<file path="config.mk">
export PLATFORM = sky130hd
export DESIGN_NAME = lut2_stream
export DESIGN_NICKNAME = d
export VERILOG_FILES = /design/src/rtl/lut2_stream.sv
export SDC_FILE = /design/constraint.sdc
export NUM_CORES = 1
export LEC_CHECK = 0
export ABC_AREA = 1
export CORE_MARGIN = 2
export CORE_UTILIZATION = 45
export DETAILED_ROUTE_END_ITERATION = 6
export GPL_TIMING_DRIVEN = 0
export HOLD_SLACK_MARGIN = 0.15
export PLACE_DENSITY = 0.8
export SETUP_SLACK_MARGIN = 0.1
export SLEW_MARGIN = 20
export SYNTH_ARGS = -nofsm -noshare
export SYNTH_HDL_FRONTEND = slang
export SYNTH_SLANG_ARGS = --single-unit
</file>
<file path="constraint.sdc">
create_clock -name i_clk -period 1.4 [get_ports i_clk]
set_clock_uncertainty 0.1 [all_clocks]
set_input_delay 0.21 -clock i_clk [delete_from_list [all_inputs] [get_ports i_clk]]
set_output_delay 0.21 -clock i_clk [all_outputs]
set_load 0.03 [all_outputs]
</file>
<file path="src/rtl/lut2_stream.sv">
// lut2_stream: runtime-programmable two-input truth table applied bitwise
// across WIDTH-bit operands, behind a valid/ready handshake with a
// one-stage output register. FOLD mode reduces a packet to one result.
//
// state | meaning
// IDLE  | no packet in progress; next accepted beat starts from f(i_a,i_b)
// ACC   | FOLD packet in progress; acc holds the running reduction
module lut2_stream #(
  parameter int         WIDTH    = 1,
  parameter logic [3:0] TT_RESET = 4'b1011
) (
  input  logic             i_clk,
  input  logic             i_rst_n,
  input  logic             i_cfg_we,
  input  logic [3:0]       i_cfg_tt,
  input  logic             i_cfg_mode,
  output logic             o_cfg_busy,
  input  logic             i_valid,
  output logic             o_ready,
  input  logic [WIDTH-1:0] i_a,
  input  logic [WIDTH-1:0] i_b,
  input  logic             i_last,
  output logic             o_valid,
  input  logic             i_ready,
  output logic [WIDTH-1:0] o_c,
  output logic [7:0]       o_count
);

  typedef enum logic {IDLE = 1'b0, ACC = 1'b1} state_t;

  localparam logic MODE_MAP  = 1'b0;
  localparam logic MODE_FOLD = 1'b1;

  state_t           state_q, state_d;
  logic [3:0]       tt_q;
  logic             mode_q;
  logic [WIDTH-1:0] acc_q, acc_d;
  logic [7:0]       cnt_q, cnt_d;
  logic [WIDTH-1:0] c_d;
  logic [7:0]       count_d;
  logic             valid_d;
  logic             load;
  logic             accept;
  logic [WIDTH-1:0] f_map;
  logic [WIDTH-1:0] f_fold;
  logic [7:0]       cnt_next;

  function automatic logic [WIDTH-1:0] lut_apply(input logic [3:0]       tt,
                                                 input logic [WIDTH-1:0] x,
                                                 input logic [WIDTH-1:0] y);
    logic [WIDTH-1:0] r;
    r = '0;
    for (int k = 0; k < WIDTH; k++) begin
      r[k] = tt[{x[k], y[k]}];
    end
    return r;
  endfunction

  assign o_ready    = ~o_valid | i_ready;
  assign o_cfg_busy = (state_q == ACC) | o_valid;
  assign accept     = i_valid & o_ready;

  // In ACC the running accumulator replaces i_a as the x operand.
  assign f_map    = lut_apply(tt_q, i_a, i_b);
  assign f_fold   = lut_apply(tt_q, (state_q == ACC) ? acc_q : i_a, i_b);
  assign cnt_next = (state_q == IDLE) ? 8'd1 :
                    (cnt_q == 8'd255) ? 8'd255 : cnt_q + 8'd1;

  // Next-state, accumulator and output-register load decisions.
  always_comb begin
    state_d = state_q;
    acc_d   = acc_q;
    cnt_d   = cnt_q;
    load    = 1'b0;
    c_d     = o_c;
    count_d = o_count;
    if (accept) begin
      if (mode_q == MODE_MAP) begin
        load    = 1'b1;
        c_d     = f_map;
        count_d = 8'd1;
      end else begin
        acc_d = f_fold;
        cnt_d = cnt_next;
        if (i_last) begin
          load    = 1'b1;
          c_d     = f_fold;
          count_d = cnt_next;
          state_d = IDLE;
        end else begin
          state_d = ACC;
        end
      end
    end
    // A fresh result wins over consumption of the current one.
    if (load)         valid_d = 1'b1;
    else if (i_ready) valid_d = 1'b0;
    else              valid_d = o_valid;
  end

  // FSM, accumulator and output register.
  always_ff @(posedge i_clk or negedge i_rst_n) begin
    if (!i_rst_n) begin
      state_q <= IDLE;
      acc_q   <= '0;
      cnt_q   <= 8'd0;
      o_valid <= 1'b0;
      o_c     <= '0;
      o_count <= 8'd0;
    end else begin
      state_q <= state_d;
      acc_q   <= acc_d;
      cnt_q   <= cnt_d;
      o_valid <= valid_d;
      o_c     <= c_d;
      o_count <= count_d;
    end
  end

  // Configuration register; writes while busy are dropped.
  always_ff @(posedge i_clk or negedge i_rst_n) begin
    if (!i_rst_n) begin
      tt_q   <= TT_RESET;
      mode_q <= MODE_MAP;
    end else if (i_cfg_we && !o_cfg_busy) begin
      tt_q   <= i_cfg_tt;
      mode_q <= i_cfg_mode;
    end
  end

endmodule

</file>
==> impl_metrics.tcl <==
set metrics [dict create \
    status "complete, but fails checks" \
    violations "negative setup slack" \
    antenna_found_initial 0 \
    drive_gt1_share_pct 32.1 \
    ant_nets 0 \
    grt_overflow 0 \
    cts_buffers 3 \
    maxCapViolations 0 \
    synth_area_per_cell_um2 8.04 \
    worst_hold_slack_ns 0.284 \
    cts_htree_levels 1 \
    fill_cells 233 \
    relSlewSlack_pct 63.0 \
    dr.pass1.iters 4 \
    initial_core_util_pct 46.4 \
    dieArea_um2 3210 \
    irDropWorstVdd_v 0.00130 \
    worst_pin_slew_ns 0.555 \
    clock_latency_ns 0.32 \
    power_frac_seq_pct 43.0 \
    row_count 19 \
    path_max_fanout 4 \
    endpoint_kind "register" \
    place_congestion 0.852 \
    crit_chain "buf_4 -> buf_4 -> nand2_2 -> nor2_4 -> nand2_1 -> nand2_1 -> nand3_2 -> nand2_1 -> o21ai_1" \
    clkPwrFrac_pct 12.9 \
    synth_nets 169 \
    slowest_delay_ns 0.42 \
    grt_pass1_vias 1194 \
    start_kind "register" \
    wl_per_cell_um 12.9 \
    worst-path-buf-inv 2 \
    multi_input_area_um2 662 \
    combPwrFrac_pct 44.1 \
    grt_max_degree 26 \
    clk_pin_slew_ns 0.14 \
    p_sw_mw 1.03 \
    post-dp-hpwl_um 1990 \
    fin_crit_ns 1.41 \
    worst_ep_arrival_time_ns 1.53 \
    critPathMostFrequentCell "nand2_1" \
    clock.fmax_mhz 710 \
    die_w_um 56.6 \
    reg2reg_to "cnt_q[7]" \
    critPathRequiredTime_ns 1.52 \
    viasPerCell 5.29 \
    sw_frac_of_total_pct 40.3 \
    hold_viol 0 \
    cts_root_buffer "clkbuf_4" \
    routed_wl_um 2840 \
    r2r_start "cnt_q[1]" \
    cts_buffer_depth 2 \
    setup_ws_ns -0.00821 \
    io_buffers 24 \
    fin_nets 205 \
    die_y_um 56.6 \
    synth_warnings 0 \
    grt_pass1_wl_um 4960 \
    clock_sinks 25 \
    r2r_slack_ns -0.008 \
    post_synth_num_cell_types 19 \
    setup_viol 1 \
    drc 0 \
    hold_class "input pin to asynchronous set/reset pin" \
    dp_slack_ns -0.403 \
    critPathSlowestCell "dfrtp_1" \
    cellLeakagePower_nw 0.862 \
    power_density_nw_per_um2 1510 \
    rsz0062_at_grt "true" \
    regArea_um2 631 \
    drt_iter0_drc 33 \
    internal_power_mw 1.52 \
    syn_area_um2 1250 \
    io_pins 25 \
    dp_cells 210 \
    syn_to_final_growth_pct 35.0 \
    ff2ff_path_depth 9 \
    grt.total_usage_pct 19.6 \
    worstSetupPathType "register to register" \
    synthCells 155 \
    slew_viol_final 0 \
    core_area_um2 2690 \
    ys_ff_latch 25 \
    fin_crit_sh_pct 101 \
    vias 1168 \
    cts_tree "yes" \
    fin_cells 221 \
    ys_seq_area_share_pct 50.5 \
    crit_family "simple AND/OR/NAND/NOR gates" \
    antennaDiodeCount 0 \
]
==> layout make-up <==
cell class | count | share of cell area [%]
inverters | 19 | 4.24
clock buffers | 4 | 1.56
flip-flops and latches | 25 | 37.5
plain buffers | 1 | 0.669
well taps | 31 | 2.30
repair buffers | 31 | 14.4
multi-input cells | 110 | 39.3
==> per-stage QoR <==
step	util [%]	total power, mW	cell area (um2)	setup TNS (ns)
2_1_floorplan	-	1.72	1260	0
3_3_place_gp	57.4	2.00	1540	-8.18
3_5_place_dp	57.4	2.04	1540	-9.66
4_1_cts	59.8	2.43	1610	0
5_1_grt	62.6	2.72	1680	-0.369
6_report	62.6	2.55	1680	-0.00821
==> worst max-delay path by stage <==
stage	start	to	slack, ns	depth (start not counted)
2_1_floorplan	o_valid	tt_q[2]	0.10	3
3_3_place_gp	i_ready	o_ready	-0.38	4
3_5_place_dp	i_ready	o_ready	-0.40	4
4_1_cts	o_valid	o_cfg_busy	0.01	3
5_1_grt	cnt_q[1]	cnt_q[7]	-0.07	9
6_report	cnt_q[1]	cnt_q[7]	-0.008	9
==> placed cells by master, fill, tap and decap left out <==
cell	netlist	final
a21oi_1	1	1
buf_2	0	11
buf_4	1	6
buf_6	0	3
clkbuf_1	0	1
clkbuf_4	0	3
clkdlybuf4s50_1	0	11
dfrtp_1	22	21
dfrtp_2	0	1
dfstp_2	3	3
dlygate4sd3_1	0	1
ha_4	0	1
inv_1	18	16
inv_2	1	3
mux2_2	4	4
nand2_1	54	49
nand2_2	2	5
nand2_4	0	2
nand3_1	20	12
nand3_2	2	8
nand3_4	0	2
nor2_1	6	5
nor2_2	4	1
nor2_4	1	5
o21a_1	2	2
o21ai_0	10	4
o21ai_1	2	5
o21ai_2	0	3
or2_0	1	1
==> metal layers <==
layer | GRT usage, % | vias to the layer above | wire length (um)
li1 | - | 561 | -
met1 | 20.4 | 567 | 1130
met2 | 37.4 | 36 | 1520
met3 | 5.53 | 4 | 142
met4 | 6.12 | 0 | 47
met5 | 0 | - | 0
==> cells in the mapped netlist <==
master   count  area share [%]
nand2_1     54              16
dfrtp_1     22              44
nand3_1     20             8.0
inv_1       18             5.4
o21ai_0     10             4.0
nor2_1       6             1.8
mux2_2       4             3.6
nor2_2       4             2.0
dfstp_2      3             6.3
nand2_2      2             1.0
nand3_2      2             1.6
o21a_1       2             1.2
o21ai_1      2            0.80
a21oi_1      1            0.40
buf_4        1            0.60
ha_1         1             1.0
inv_2        1            0.30
nor2_4       1            0.90
or2_0        1            0.50
==> sequential cells by signal, summed over array words and instances, names as in the netlist <==
register / flops
cnt_q: 8
mode_q: 1
o_c: 1
o_valid: 1
o_count: 8
tt_q: 4
acc_q: 1
state_q: 1
==> timing repair <==
action / CTS / global route
hold endpoints to repair: 22 / 22
resized for setup: 84 / 14
pin swaps: 6 / 6
setup endpoints to repair: 52 / 22
buffers inserted: 4 / 2
==> cells by family (layout without fill, tap and decap cells) <==
kind of cell / Yosys count / in the layout / synth area share [%]
mux: 4 / 4 / 3.61
fa+ha+maj: 1 / 1 / 1.00
buf+inv: 20 / 55 / 6.32
simple gates: 90 / 90 / 32.1
compound gates: 15 / 15 / 6.43
flops: 25 / 25 / 50.5
==> power by group through the flow <==
stage | logic, mW | registers, mW | clock network (mW)
2_1_floorplan | 0.543 | 1.17 | 0
3_3_place_gp | 0.899 | 1.10 | 0
3_5_place_dp | 0.926 | 1.11 | 0
4_1_cts | 1.02 | 1.08 | 0.341
5_1_grt | 1.23 | 1.12 | 0.371
6_report | 1.12 | 1.09 | 0.329
No activity file was read; power rests on OpenSTA's default activity.
